### src/rtl/apb_pkg.sv
// Shared types and width helpers for the queued APB4 master.
package apb_pkg;

    typedef enum logic [1:0] {
        IDLE   = 2'd0,
        SETUP  = 2'd1,
        ACCESS = 2'd2
    } apb_state_e;

    localparam int BYTE_W = 8;

    function automatic int strb_width(input int data_w);
        return data_w / BYTE_W;
    endfunction

endpackage

### src/rtl/apb_cmd_fifo.sv
// Synchronous command FIFO; DEPTH must be a power of two so the pointers wrap naturally.
module apb_cmd_fifo #(
    parameter int WIDTH = 8,
    parameter int DEPTH = 4
) (
    input  logic             PCLK,
    input  logic             PRESETn,
    input  logic             push,
    input  logic             pop,
    input  logic [WIDTH-1:0] wdata,
    output logic [WIDTH-1:0] head,
    output logic             full,
    output logic             empty
);

    localparam int PTR_W = $clog2(DEPTH);

    logic [WIDTH-1:0] mem [DEPTH];
    logic [PTR_W-1:0] wr_ptr;
    logic [PTR_W-1:0] rd_ptr;
    logic [PTR_W:0]   count;
    logic             do_push;
    logic             do_pop;

    assign full    = (count == (PTR_W + 1)'(DEPTH));
    assign empty   = (count == '0);
    assign do_push = push && !full;
    assign do_pop  = pop && !empty;
    assign head    = mem[rd_ptr];

    // NOTE: the storage array is deliberately left unreset; only pointers and count
    // are reset, and an entry is never read before it has been written.
    always_ff @(posedge PCLK) begin
        if (do_push) begin
            mem[wr_ptr] <= wdata;
        end
    end

    always_ff @(posedge PCLK or negedge PRESETn) begin
        if (!PRESETn) begin
            wr_ptr <= '0;
            rd_ptr <= '0;
            count  <= '0;
        end else begin
            if (do_push) begin
                wr_ptr <= wr_ptr + PTR_W'(1);
            end
            if (do_pop) begin
                rd_ptr <= rd_ptr + PTR_W'(1);
            end
            case ({do_push, do_pop})
                2'b10:   count <= count + (PTR_W + 1)'(1);
                2'b01:   count <= count - (PTR_W + 1)'(1);
                default: count <= count;
            endcase
        end
    end

endmodule

### src/rtl/apb_master_q.sv
// Queued APB4 master: buffers commands, runs one SETUP/ACCESS transfer at a time,
// and returns each result (read data, error, timeout) through a one-entry response register.
module apb_master_q
    import apb_pkg::*;
#(
    parameter int ADDR_W  = 32,
    parameter int DATA_W  = 32,
    parameter int DEPTH   = 4,
    parameter int TIMEOUT = 16,
    localparam int STRB_W = strb_width(DATA_W)
) (
    input  logic              PCLK,
    input  logic              PRESETn,
    input  logic              cmd_valid,
    output logic              cmd_ready,
    input  logic              cmd_write,
    input  logic [ADDR_W-1:0] cmd_addr,
    input  logic [DATA_W-1:0] cmd_wdata,
    input  logic [STRB_W-1:0] cmd_strb,
    output logic              rsp_valid,
    input  logic              rsp_ready,
    output logic [DATA_W-1:0] rsp_rdata,
    output logic              rsp_err,
    output logic              rsp_timeout,
    output logic              busy,
    output logic [ADDR_W-1:0] PADDR,
    output logic              PSEL,
    output logic              PENABLE,
    output logic              PWRITE,
    output logic [DATA_W-1:0] PWDATA,
    output logic [STRB_W-1:0] PSTRB,
    input  logic [DATA_W-1:0] PRDATA,
    input  logic              PREADY,
    input  logic              PSLVERR
);

    localparam int ENTRY_W = 1 + ADDR_W + DATA_W + STRB_W;
    localparam int CNT_W   = (TIMEOUT > 1) ? $clog2(TIMEOUT) : 1;
    localparam logic [CNT_W-1:0] CNT_LAST = (TIMEOUT > 0) ? CNT_W'(TIMEOUT - 1) : '0;

    apb_state_e        state;
    apb_state_e        next_state;
    logic              fifo_full;
    logic              fifo_empty;
    logic              push;
    logic              pop;
    logic [ENTRY_W-1:0] head;
    logic              h_write;
    logic [ADDR_W-1:0] h_addr;
    logic [DATA_W-1:0] h_wdata;
    logic [STRB_W-1:0] h_strb;
    logic [CNT_W-1:0]  wait_cnt;
    logic              slot_free;
    logic              done;
    logic              timeout_hit;

    assign push      = cmd_valid && cmd_ready;
    assign cmd_ready = !fifo_full;

    apb_cmd_fifo #(
        .WIDTH (ENTRY_W),
        .DEPTH (DEPTH)
    ) u_fifo (
        .PCLK    (PCLK),
        .PRESETn (PRESETn),
        .push    (push),
        .pop     (pop),
        .wdata   ({cmd_write, cmd_addr, cmd_wdata, cmd_strb}),
        .head    (head),
        .full    (fifo_full),
        .empty   (fifo_empty)
    );

    assign {h_write, h_addr, h_wdata, h_strb} = head;

    // A new transfer may start only if its response will have somewhere to go.
    assign slot_free   = !rsp_valid || rsp_ready;
    assign done        = (state == ACCESS) && PREADY;
    assign timeout_hit = (TIMEOUT > 0) && (state == ACCESS) && !PREADY && (wait_cnt == CNT_LAST);

    // NOTE: every signal driven here gets its default first, so no path can infer a latch.
    always_comb begin
        next_state = state;
        pop        = 1'b0;
        case (state)
            IDLE: begin
                if (!fifo_empty && slot_free) begin
                    next_state = SETUP;
                    pop        = 1'b1;
                end
            end
            SETUP:   next_state = ACCESS;
            ACCESS: begin
                if (done || timeout_hit) begin
                    next_state = IDLE;
                end
            end
            default: next_state = IDLE;
        endcase
    end

    // NOTE: sequential state uses non-blocking assignments so every register
    // samples pre-edge values regardless of statement order.
    always_ff @(posedge PCLK or negedge PRESETn) begin
        if (!PRESETn) begin
            state <= IDLE;
        end else begin
            state <= next_state;
        end
    end

    always_ff @(posedge PCLK or negedge PRESETn) begin
        if (!PRESETn) begin
            PADDR  <= '0;
            PWRITE <= 1'b0;
            PWDATA <= '0;
            PSTRB  <= '0;
        end else if (pop) begin
            PADDR  <= h_addr;
            PWRITE <= h_write;
            PWDATA <= h_wdata;
            PSTRB  <= h_write ? h_strb : '0;
        end
    end

    always_ff @(posedge PCLK or negedge PRESETn) begin
        if (!PRESETn) begin
            wait_cnt <= '0;
        end else if (state == SETUP) begin
            wait_cnt <= '0;
        end else if ((TIMEOUT > 0) && (state == ACCESS) && !PREADY && !timeout_hit) begin
            wait_cnt <= wait_cnt + CNT_W'(1);
        end
    end

    // A completion or abort always wins over a same-cycle handshake: the slot was
    // guaranteed free when the transfer started, so nothing is overwritten.
    always_ff @(posedge PCLK or negedge PRESETn) begin
        if (!PRESETn) begin
            rsp_valid   <= 1'b0;
            rsp_rdata   <= '0;
            rsp_err     <= 1'b0;
            rsp_timeout <= 1'b0;
        end else if (done) begin
            rsp_valid   <= 1'b1;
            rsp_rdata   <= PWRITE ? '0 : PRDATA;
            rsp_err     <= PSLVERR;
            rsp_timeout <= 1'b0;
        end else if (timeout_hit) begin
            rsp_valid   <= 1'b1;
            rsp_rdata   <= '0;
            rsp_err     <= 1'b1;
            rsp_timeout <= 1'b1;
        end else if (rsp_valid && rsp_ready) begin
            rsp_valid   <= 1'b0;
        end
    end

    assign PSEL    = (state != IDLE);
    assign PENABLE = (state == ACCESS);
    assign busy    = !fifo_empty || (state != IDLE);

endmodule

### config.mk
export PLATFORM = sky130hd
export DESIGN_NAME = apb_master_q
export DESIGN_NICKNAME = d
export VERILOG_FILES = /design/src/rtl/apb_pkg.sv /design/src/rtl/apb_cmd_fifo.sv /design/src/rtl/apb_master_q.sv
export SDC_FILE = /design/constraint.sdc
export NUM_CORES = 1
export LEC_CHECK = 0
export BUFFER_PORTS_ARGS = -buffer_cell sky130_fd_sc_hd__buf_2
export CAP_MARGIN = 20
export CORE_MARGIN = 1
export CORE_UTILIZATION = 57
export CTS_BUF_LIST = sky130_fd_sc_hd__clkbuf_16
export DETAILED_ROUTE_END_ITERATION = 8
export HOLD_SLACK_MARGIN = 0.05
export PLACE_DENSITY = 0.9
export SLEW_MARGIN = 20
export SYNTH_ARGS = -nofsm -noshare
export SYNTH_HDL_FRONTEND = slang
export SYNTH_SLANG_ARGS = --single-unit
### constraint.sdc
create_clock -name PCLK -period 3.3 [get_ports PCLK]
set_clock_uncertainty 0.15 [all_clocks]
set_input_delay 0 -clock PCLK [delete_from_list [all_inputs] [get_ports PCLK]]
set_output_delay 0 -clock PCLK [all_outputs]
set_load 0.01 [all_outputs]
# --- Word-level counts from Yosys, hierarchy flattened ---
# Memory sizes are Yosys's and may differ from the RTL's.
# Index checks and enable logic that the tools add are counted.
op_classes:
  addsub: 5
  n_eq_ne: 8
  mux: 20
  reduce_logical: 25
op_table:
  columns: ["op", "n"]
  rows:
  - ["32-bit 2-to-1 mux", 3]
  - ["4-bit 2-to-1 mux", 3]
  - ["1-bit 2-to-1 mux", 10]
  - ["1-bit logical AND", 9]
  - ["2-bit nonzero test", 4]
  - ["2-bit one-hot mux with 3 select lines", 1]
  - ["3-bit one-hot mux with 2 select lines", 1]
  - ["1-bit logical NOT", 5]
  - ["2-bit by 1-bit adder with 2-bit output, second input constant", 2]
  - ["4-bit by 1-bit adder with 4-bit output, second input constant", 1]
  - ["2-bit by 1-bit == test with 1-bit output, second input constant", 2]
  - ["2-bit == test, second input constant", 2]
  - ["4-bit == test, second input constant", 1]
  - ["2-bit 2-to-1 mux", 2]
  - ["3-bit by 1-bit adder with 3-bit output, second input constant", 1]
  - ["3-bit == test, second input constant", 1]
  - ["3-bit logical NOT", 1]
  - ["1-bit logical OR", 3]
  - ["3-bit nonzero test", 1]
  - ["3-bit by 1-bit subtractor with 3-bit output, second input constant", 1]
  - ["2-bit logical NOT", 1]
  - ["2-bit by 1-bit inequality test with 1-bit output, second input constant", 1]
  - ["2-bit inequality test, second input constant", 1]
  - ["2-bit AND reduction", 1]
word_totals:
  reg_bits: 117
  ram_bits: 276
  in_bits: 107
  out_inout_bits: 108
  wordCells: 72
  mem_count: 1
mem_list:
  columns: ["name", "words", "width", "rd", "rd_clocked_by_memory_dff", "wr", "line_no", "text"]
  rows:
  - ["u_fifo.mem", 4, 69, 1, 0, 1, "apb_cmd_fifo.sv:18", "logic [WIDTH-1:0] mem [DEPTH];"]

# --- Depth between registers and ports, before layout ---
# Gate-level depths: netlist (run 1).
depth:
  ltp_word: 8
  depth_mapped: 9
  mapped_depth_nobuf: 8

# --- By module ---
# From an unflattened synthesis (run 1), not the netlist that was laid out.
hier_totals:
  cells_unflattened: 671
  area_unflattened_um2: 14607.8
by_module_without_submodules:
  columns: ["module", "n_inst", "cells_per_inst", "area_per_inst_um2", "seq_area_each_um2"]
  rows:
  - ["apb_cmd_fifo", 1, 398, 10457.5, 8463.1]
  - ["apb_master_q", 1, 273, 4150.2, 2752.6]

# --- Worst setup path before layout (run 1) ---
# No wires, ideal clock.
synth_path:
  path_kind: "register to register"
  from: "reg u_fifo.count[2]"
  to: "mem u_fifo.mem[0][0] (netlist bit) (enable)"
  setup_ns: 0.435
  arrival_time_ns: 2.347
  t_required_ns: 2.715
  setup_slack_ns: 0.368
  stages_incl_launch_ff: 3
  n_path_buf: 0
  synth_period_minus_slack_ns: 2.932
  path_cell_list: "dfrtp_1 -> or3b_1 -> and3_1"
synth_between:
  elab_chain_cells: 6
synth_rtl:
  columns: ["element", "line_no", "text"]
  rows:
  - ["from (decl)", "apb_cmd_fifo.sv:21", "logic [PTR_W:0] count;"]
  - ["from (signal assigned)", "apb_cmd_fifo.sv:52", "2'b10: count <= count + (PTR_W + 1)'(1);"]
  - ["from (signal assigned)", "apb_cmd_fifo.sv:53", "2'b01: count <= count - (PTR_W + 1)'(1);"]
  - ["from (signal assigned)", "apb_cmd_fifo.sv:54", "default: count <= count;"]
  - ["3-bit == test (*)", "apb_cmd_fifo.sv:25", "assign full = (count == (PTR_W + 1)'(DEPTH));"]
  - ["1-bit logical NOT (*)", "apb_master_q.sv:58", "assign cmd_ready = !fifo_full;"]
  - ["named net cmd_ready", "apb_master_q.sv:15", "output logic cmd_ready,"]
  - ["1-bit logical AND", "apb_master_q.sv:57", "assign push = cmd_valid && cmd_ready;"]
  - ["1-bit logical AND (*)", "apb_cmd_fifo.sv:27", "assign do_push = push && !full;"]
  - ["1-bit 2-to-1 mux (*)", "apb_cmd_fifo.sv:34", "if (do_push) begin"]
  - ["1-bit 2-to-1 mux (not written as such) (*)", "apb_cmd_fifo.sv:35", "mem[wr_ptr] <= wdata;"]
  - ["to (decl)", "apb_cmd_fifo.sv:18", null]
# The timed path passes the listed nets; every way through them passes the cells marked *.

# --- Final worst setup path (run 1) ---
layout_path:
  from: "reg state[0]"
  to: "reg rsp_rdata[7]"
layout_between:
  elab_chain_cells: 4
  elab_cells_between_ends: 6
  classes_between: "1 x eq/ne; 1 x mux; 4 x reduce/logical"
layout_rtl:
  columns: ["element", "line_no", "text"]
  rows:
  - ["from (decl)", "apb_master_q.sv:41", "apb_state_e state;"]
  - ["from (signal assigned)", "apb_master_q.sv:108", "state <= next_state;"]
  - ["2-bit == test (*)", "apb_master_q.sv:78, apb_master_q.sv:79", null]
  - ["1-bit logical AND (2 in series)", "apb_master_q.sv:79", "assign timeout_hit = (TIMEOUT > 0) && (state == ACCESS) && !PREADY && (wait_cnt == CNT_LAST);"]
  - ["2-bit nonzero test (no source line)", null, null]
  - ["to (signal assigned)", "apb_master_q.sv:146", "rsp_rdata <= PWRITE ? '0 : PRDATA;"]
  - ["to (decl)", "apb_master_q.sv:22", "output logic [DATA_W-1:0] rsp_rdata,"]
# Mark *: on every way between the ends. The rest lies on a longest branch, timed or not.
# A chain may end at the register's enable or synchronous reset.

==> run summary, run 1 <==
Finished Cell Area: 18,800 sq um
gr usage total: 25.1%
HPWL Detailed: 17,900 um
crit start category: flop
top cells by count, synth: edfxtp_1 (276), dfrtp_1 (117), mux4_2 (69)
CP Class: flop to flop
Num CTS Buffers: 39
RD Place Congestion: 0.752
Ys Warns: 0
crit-path cells: nand2b_1, inv_2, nand2_2, a22o_1, dlygate4sd3_1
cells after synthesis: 664
H-Tree Depth: 2
Main synth FF type: edfxtp_1
min cycle time layout: 2.65 ns
Die ar.: 26,700 sq um
Clock Latency Late Sink: 0.52 ns
synthesized area: 14,900 sq um
status: finished clean
CTS root buffer: clkbuf_16
drt total wl: 33,100 um
IO Count: 215
DRT iter0 DRCs: 686
pwr dens: 947 nW/um^2
arrival time worst endpoint: 2.88 ns
Initial Util: 58.5%
Max Cap Viol: 0
Core Area: 25,400 sq um
leakage: 7.50 nW
final hold viol count: 0
DRC: 0
placed cell areas: 16,300 sq um
worst hold path type: input port to flop
post-cts repair resize count: 0
ys async rst share: 29.8%
vias in the first global route: 8,494
post-synth top area cell: edfxtp_1
share of layout cells above drive strength 1: 40.7%
largest net degree at the start of global routing: 72
vias per cell: 5.68
Final nets: 1,144
Yosys top cell area share: 55.8%
Layout area overhead: 26.4%
period utilisation layout: 80.4%
RSZ-0062 raised after global routing: false
routed length per instance: 23.8 um
hold_ws: 0.0745 ns
sequential area share after synthesis: 75.5%
Post-DRT Antenna Nets: 0
CTS sink count: 393
first-pass GRT wire length: 48,700 um
flops & latches, synth: 393
TritonCTS clock tree: built
Core Rows: 58
Die H: 163 um
total gr overflow: 0
Peak Freq: 377 MHz
FILL cells: 1,416
Worst Tran Pin Value: 0.684 ns
count leader, synth: edfxtp_1
port bufs: 214
syn avg cell area: 22.4 sq um
First-pass DRT Iterations: 5
Worst-path clk slew: 0.06 ns
post-route setup TNS: 0 ns
Final Max Slew Viols: 0
worst vdd ir: 0.741 mV
synth unique cells: 41
Critical Path Fanout Max: 33
Max Buffers Root-to-Sink: 3
CP max-delay cell: dlygate4sd3_1
CP max stage delay: 0.61 ns
initial antenna violation count: 1
Slew HR: 54.2%
number of synthesized flops with an enable pin: 276
vias: 7,903
endpoint class of the critical path: flop
CP required: 3.53 ns
Mapped Nets: 778
Area contributors post-synth: edfxtp_1 (56%), dfrtp_1 (20%), mux4_2 (10%)
Setup-failing EPs final: 0
Chip Width: 163 um
placed cells by master, fill, tap and decap left out, types with 5 or more instances in the layout:
cell type      instances
a22o_1                32
buf_12                 7
buf_2                213
buf_4                  5
clkbuf_16             40
clkinv_1               9
clkinv_2               9
dfrtp_1              115
dlygate4sd3_1        127
edfxtp_1             276
ha_1                   6
inv_1                 22
mux2_4                63
mux4_2                69
nand2_1                6
xnor2_1                5
metal layers:
metal | vias up | global-route usage, % | share of wire (%)
met5 | - | 0 | 0
met4 | 0 | 7.69 | 2.4
met3 | 66 | 4.72 | 6.8
met2 | 359 | 45.3 | 54
met1 | 4069 | 30.4 | 37
li1 | 3409 | - | -
area by class of cell:
type                    count  area [sq um]  share of cell area (%)
diodes                      1          2.50                  0.0133
clock buffers              40          1000                    5.33
clock inverters            31           198                    1.05
inverters                  14          52.6                   0.280
multi-input cells         227          3320                    17.7
flip-flops and latches    393         11200                    59.8
well taps                 330           413                    2.20
repair buffers            355          2570                    13.7
metrics by stage:
step	util (%)	instances	setup slack [ns]	total power (W)
finish	73.9	1391	0.647	0.0178
global route	73.9	1391	0.548	0.0185
CTS	73.8	1389	0.591	0.0177
detailed placement	64.0	1190	0.887	0.0133
global placement	64.0	1190	0.943	0.0130
floorplan	-	664	0.368	0.0117
critical path, delay by kind of cell (launching register included):
family / cells / cell delay, ns
buf+inv: 2 / 0.80
simple gates: 2 / 0.72
flops: 1 / 0.43
compound gates: 1 / 0.39
registers in the layout, summed over array words and instances (netlist names), 2 cells and up:
name,flops
u_fifo.mem,276
PADDR,32
PWDATA,32
rsp_rdata,32
PSTRB,4
wait_cnt,4
u_fifo.count,3
state,2
u_fifo.rd_ptr,2
u_fifo.wr_ptr,2
logic make-up after synthesis:
kind of cell	after synthesis	share of synthesized area, %
XOR/XNOR	6	0.354
buffers and inverters	44	2.37
AO/OA/AOI/OAI	46	2.50
multiplexers	140	17.4
flip-flops	393	75.5
adder cells (fa/ha/maj)	7	0.640
AND/OR/NAND/NOR	28	1.25
power by group:
part           total [W]  switching (W)  leakage [nW]  internal, W
registers        0.00767       0.000869          3.96      0.00680
clock network    0.00415        0.00179         0.630      0.00236
logic            0.00596        0.00270          2.92      0.00326
total             0.0178        0.00536          7.50       0.0124
worst paths after layout:
path	slack, ns	from	depth (start not counted)	end
worst max-delay path	0.65	state[0]$_DFFE_PN0P_	5	rsp_rdata[7]$_DFFE_PN0P_
max in group asynchronous	1.89	PRESETn	4	PADDR[27]$_DFFE_PN0N_
worst min register to register	0.34	u_fifo.count[2]$_DFFE_PN0P_	1	u_fifo.count[2]$_DFFE_PN0P_
worst max register to register	0.65	state[0]$_DFFE_PN0P_	5	rsp_rdata[7]$_DFFE_PN0P_
min in group asynchronous	0.42	PRESETn	3	rsp_rdata[30]$_DFFE_PN0P_
worst min-delay path	0.07	cmd_wdata[16]	2	u_fifo.mem[3][20]$_DFFE_PP_
repair_timing:
item,in CTS,in global routing
hold buffers,128,0
setup buffers,0,0
hold endpoints to repair,524,0
Note: power is estimated with default switching activity, not from simulation.
==> run 2: changes to the inputs <==
==> constraint.sdc (replaced) <==
create_clock -name PCLK -period 2.6 [get_ports PCLK]
set_clock_uncertainty 0.15 [all_clocks]
set_input_delay 0 -clock PCLK [delete_from_list [all_inputs] [get_ports PCLK]]
set_output_delay 0 -clock PCLK [all_outputs]
set_load 0.01 [all_outputs]
==> run summary, run 2 (synthesis gave the netlist of run 1 again) <==
Worst Tran Pin Value: 0.637 ns (-0.0470 ns)
DRC: 0 (unchanged)
min cycle time layout: 2.31 ns (-0.343 ns)
DRT iter0 DRCs: 661 (-3.6%)
Final nets: 1,129 (-1.3%)
Critical Path Fanout Max: 6 (-82%)
Die H: 163 um (unchanged)
Max Buffers Root-to-Sink: 3 (unchanged)
Clock Latency Late Sink: 0.51 ns (about the same)
period utilisation layout: 88.9% (+8.5 points)
antenna fix cells: 0 (-1)
Chip Width: 163 um (unchanged)
hold_sp: cmd_addr[15]
Layout area overhead: 25.1%
sequential cell area: 11,200 sq um (unchanged)
Final Max Slew Viols: 0 (unchanged)
FILL cells: 1,432 (+1.1%)
Setup-failing EPs final: 0 (unchanged)
leakage: 7.41 nW (-1.3%)
RR Startpoint: u_fifo.count[0]$_DFFE_PN0P_
cts hold-fix bufs: 108 (-16%)
IO Count: 215 (unchanged)
Initial Util: 58.5% (unchanged)
vias per cell: 5.67 (-0.26%)
Biggest register: u_fifo.mem
Core Area: 25,400 sq um (unchanged)
TritonCTS clock tree: built
Die ar.: 26,700 sq um (unchanged)
routed length per instance: 23.5 um (-1.5%)
HPWL Detailed: 17,300 um (-3.1%)
share of layout cells above drive strength 1: 41.1% (+0.43 points)
CP Class: flop to flop
max FFs per register: 276 (unchanged)
Core Rows: 58 (unchanged)
post-cts repair resize count: 0 (unchanged)
pwr dens: 1190 nW/um^2 (+26%)
vias: 7,786 (-1.5%)
port bufs: 214 (unchanged)
Num CTS Buffers: 39 (unchanged)
worst vdd ir: 0.923 mV (+25%)
most frequent cells in the layout: edfxtp_1 (276), buf_2 (213), dfrtp_1 (115)
Slew HR: 57.4% (+3.1 points)
commonest non-fill, non-tap cell in the layout: edfxtp_1
placed cell areas: 16,400 sq um (+0.60%)
status: finished clean
largest net degree at the start of global routing: 78 (+8.3%)
buffer count from post-CTS setup fixing: 0 (unchanged)
drt total wl: 32,300 um (-2.7%)
CTS sink count: 393 (unchanged)
vias in the first global route: 8,482 (-0.14%)
area of the multi-input gates: 3310 sq um (-0.19%)
CTS root buffer: clkbuf_16
final hold viol count: 0 (unchanged)
Worst-path clk slew: 0.06 ns (about the same)
Worst Setup SP: u_fifo.count[0]$_DFFE_PN0P_
RSZ-0062 raised after global routing: false
first-pass GRT wire length: 48,000 um (-1.3%)
Finished Cell Area: 18,600 sq um (-0.99%)
initial antenna violation count: 0 (-1)
gr usage total: 24.6% (-0.49 points)
CP required: 2.85 ns (-0.68 ns)
First-pass DRT Iterations: 4 (-1)
fin util: 73.2% (-0.73 points)
total gr overflow: 0 (unchanged)
arrival time worst endpoint: 2.56 ns (-0.32 ns)
RD Place Congestion: 0.776 (+3.1%)
Post-DRT Antenna Nets: 0 (unchanged)
crit start category: flop
H-Tree Depth: 2 (unchanged)
worst hold path type: input port to flop
Max Cap Viol: 0 (unchanged)
post-route setup TNS: 0 ns (unchanged)
Peak Freq: 433 MHz (+15%)
endpoint class of the critical path: flop
run 2: per-stage QoR:
| stage | total power [W] | hold WS [ns] | instances | setup slack (ns) |
|---|---|---|---|---|
| after floorplan | 0.0148 | -0.446 | 664 | 0.0808 |
| after global placement | 0.0166 | -0.131 | 1196 | 0.316 |
| after detailed placement | 0.0169 | -0.126 | 1196 | 0.282 |
| after CTS | 0.0221 | 0.0639 | 1374 | 0.275 |
| after global routing | 0.0231 | 0.0781 | 1374 | 0.177 |
| final | 0.0221 | 0.0882 | 1374 | 0.290 |
run 2: final timing paths:
| check | to | slack, ns | depth (start not counted) |
|---|---|---|---|
| min reg2reg | u_fifo.count[2]$_DFFE_PN0P_ | 0.35 | 1 |
| max reg2reg | u_fifo.count[1]$_DFFE_PN0P_ | 0.29 | 6 |
| max in group asynchronous | u_fifo.rd_ptr[1]$_DFFE_PN0P_ | 1.34 | 4 |
| min | u_fifo.mem[2][51]$_DFFE_PP_ | 0.09 | 2 |
| min in group asynchronous | PWDATA[29]$_DFFE_PN0N_ | 0.46 | 4 |
| max | u_fifo.count[1]$_DFFE_PN0P_ | 0.29 | 6 |
run 2: report_power, final:
group          total (W)  leakage, nW  internal [W]  switching [W]
registers        0.00958         3.96       0.00864       0.000942
logic            0.00751         2.84       0.00402        0.00348
clock network    0.00504        0.615       0.00283        0.00221
total             0.0221         7.41        0.0155        0.00663
run 2: worst max-delay path, cell delays in order (launching register included):
cell and delay [ns]:
dfrtp_1 0.43, or3b_1 0.50, and2_4 0.22, inv_1 0.05, ha_1 0.19, fa_1 0.40, mux2_2 0.27
run 2: area by class of cell:
type                            count  share of cell area (%)
Clock buffer                       41                    5.52
Inverter                           14                   0.283
Clock inverter                     29                   0.619
Tap cell                          330                    2.22
Timing Repair Buffer              340                    13.2
Sequential cell                   393                    60.4
Multi-Input combinational cell    227                    17.8
run 2: per-layer routing:
| layer | GRT usage [%] | routed length [um] | vias up |
|---|---|---|---|
| met4 | 8.54 | 984 | 0 |
| met1 | 29.5 | 12400 | 4019 |
| met3 | 4.70 | 1930 | 66 |
| li1 | - | - | 3379 |
| met2 | 44.2 | 16900 | 322 |
| met5 | 0 | 0 | - |
==> run 3: changes to the inputs <==
--- a/config.mk
+++ b/config.mk
@@ -9,9 +9,9 @@
 export CAP_MARGIN = 20
 export CORE_MARGIN = 1
 export CORE_UTILIZATION = 57
-export CTS_BUF_LIST = sky130_fd_sc_hd__clkbuf_16
 export DETAILED_ROUTE_END_ITERATION = 8
 export HOLD_SLACK_MARGIN = 0.05
+export MAX_ROUTING_LAYER = met4
 export PLACE_DENSITY = 0.9
 export SLEW_MARGIN = 20
 export SYNTH_ARGS = -nofsm -noshare
==> run summary, run 3 (synthesis gave the netlist of run 1 again) <==
status: finished clean
H-Tree Depth: 2 (unchanged)
CP required: 2.84 ns (about the same)
Die H: 163 um (unchanged)
crit-path cells: or3b_1, and2_4, inv_1, ha_1, fa_1, mux2_2
leakage: 7.39 nW (-0.25%)
post-route setup TNS: 0 ns (unchanged)
DRC: 0 (unchanged)
Slew HR: 58.1% (+0.70 points)
Num CTS Buffers: 39 (unchanged)
Finished Cell Area: 18,700 sq um (+0.40%)
total gr overflow: 0 (unchanged)
Core Area: 25,400 sq um (unchanged)
IO Count: 215 (unchanged)
largest net degree at the start of global routing: 78 (unchanged)
TritonCTS clock tree: built
RSZ-0062 raised after global routing: false
hold_ws: 0.0821 ns (-0.00609 ns)
initial antenna violation count: 2 (+2)
pwr dens: 1200 nW/um^2 (+0.77%)
fin util: 73.5% (+0.30 points)
Max Buffers Root-to-Sink: 3 (unchanged)
CP max-delay cell: or3b_1
Chip Width: 163 um (unchanged)
Initial Util: 58.5% (unchanged)
CP Class: flop to flop
worst vdd ir: 0.915 mV (-0.87%)
period utilisation layout: 89.3% (+0.42 points)
FILL cells: 1,406 (-1.8%)
gr usage total: 25.4% (+0.80 points)
vias: 7,856 (+0.90%)
HPWL Detailed: 17,300 um (unchanged)
most frequent cells in the layout: edfxtp_1 (276), buf_2 (213), dfrtp_1 (115)
placed cell areas: 16,400 sq um (unchanged)
Layout area overhead: 25.6%
endpoint class of the critical path: flop
drt total wl: 32,300 um (+0.14%)
routed length per instance: 23.5 um (about the same)
Die ar.: 26,700 sq um (unchanged)
Worst-path clk slew: 0.06 ns (about the same)
Biggest register: u_fifo.mem
share of layout cells above drive strength 1: 41.8% (+0.67 points)
vias per cell: 5.71 (+0.75%)
final hold viol count: 0 (unchanged)
Final Max Slew Viols: 0 (unchanged)
RD Place Congestion: 0.786 (+1.4%)
Setup-failing EPs final: 0 (unchanged)
Final nets: 1,129 (unchanged)
commonest non-fill, non-tap cell in the layout: edfxtp_1
vias in the first global route: 8,495 (+0.15%)
port bufs: 214 (unchanged)
Peak Freq: 431 MHz (-0.47%)
arrival time worst endpoint: 2.57 ns (about the same)
buffer count from post-CTS setup fixing: 0 (unchanged)
CTS sink count: 393 (unchanged)
crit start category: flop
Post-DRT Antenna Nets: 0 (unchanged)
first-pass GRT wire length: 48,100 um (+0.20%)
worst hold path type: input port to flop
Critical Path Fanout Max: 6 (unchanged)
CP max stage delay: 0.50 ns (about the same)
Max Cap Viol: 0 (unchanged)
CTS root buffer: clkbuf_16
Clock Latency Late Sink: 0.51 ns (about the same)
DRT iter0 DRCs: 638 (-3.5%)
min cycle time layout: 2.32 ns (+0.0110 ns)
max FFs per register: 276 (unchanged)
Core Rows: 58 (unchanged)
First-pass DRT Iterations: 5 (+1)
Worst Tran Pin Value: 0.627 ns (-0.0104 ns)
[run 3: changes by cell type in the layout (fill, tap and decap cells not counted), sizes merged]
cell / change
clkbuf: +21
clkinv: -7
diode: +2
inv: -14
[run 3: critical path: cells and delay by family, from the launching register on]
| family | cells | cell delay (ns) |
|---|---|---|
| adders and majority gates | 2 | 0.59 |
| buffers and inverters | 1 | 0.05 |
| DFF | 1 | 0.43 |
| muxes | 1 | 0.27 |
| and+or+nand+nor | 2 | 0.72 |
[run 3: report_power, final]
group	leakage [nW]	total (W)	internal (W)	switching (W)
registers	3.96	0.00957	0.00864	0.000934
logic	2.84	0.00751	0.00402	0.00348
clock network	0.596	0.00530	0.00309	0.00221
total	7.39	0.0224	0.0158	0.00663
[run 3: repair_timing]
action / in CTS / in global routing
endpoints found under the hold margin: 521 / 0
hold buffers: 108 / 0
gates resized for setup: 0 / 0
[run 3: metrics by stage]
| stage | total power [W] | setup slack, ns | instances |
|---|---|---|---|
| 2_1_floorplan | 0.0148 | 0.0808 | 664 |
| 3_3_place_gp | 0.0166 | 0.316 | 1196 |
| 3_5_place_dp | 0.0169 | 0.282 | 1196 |
| 4_1_cts | 0.0224 | 0.273 | 1374 |
| 5_1_grt | 0.0234 | 0.178 | 1376 |
| 6_report | 0.0224 | 0.279 | 1376 |
[run 3: worst paths after layout]
path	endpoint	cells past startpoint	slack, ns	from
min in group asynchronous	PWDATA[29]$_DFFE_PN0N_	4	0.46	PRESETn
min reg2reg	u_fifo.count[2]$_DFFE_PN0P_	1	0.35	u_fifo.count[2]$_DFFE_PN0P_
min	u_fifo.mem[1][44]$_DFFE_PP_	2	0.08	cmd_addr[8]
max	u_fifo.count[1]$_DFFE_PN0P_	6	0.28	u_fifo.count[0]$_DFFE_PN0P_
max in group asynchronous	u_fifo.rd_ptr[1]$_DFFE_PN0P_	4	1.33	PRESETn
max reg2reg	u_fifo.count[1]$_DFFE_PN0P_	6	0.28	u_fifo.count[0]$_DFFE_PN0P_
[run 3: area by class of cell]
class	instances	area (sq um)	area share, %
Multi-Input combinational cell	227	3310	17.7
Clock buffer	62	1170	6.29
Clock inverter	8	36.3	0.194
Antenna cell	2	5.00	0.0268
Sequential cell	393	11200	60.1
Inverter	14	52.6	0.282
Timing Repair Buffer	340	2450	13.1
Tap cell	330	413	2.21
[run 3: layer usage]
metal	global-route usage, %	part of all wire, %
met4	9.60	3.4
met3	4.82	6.4
met1	29.6	39
met2	43.6	52
met5	-	0
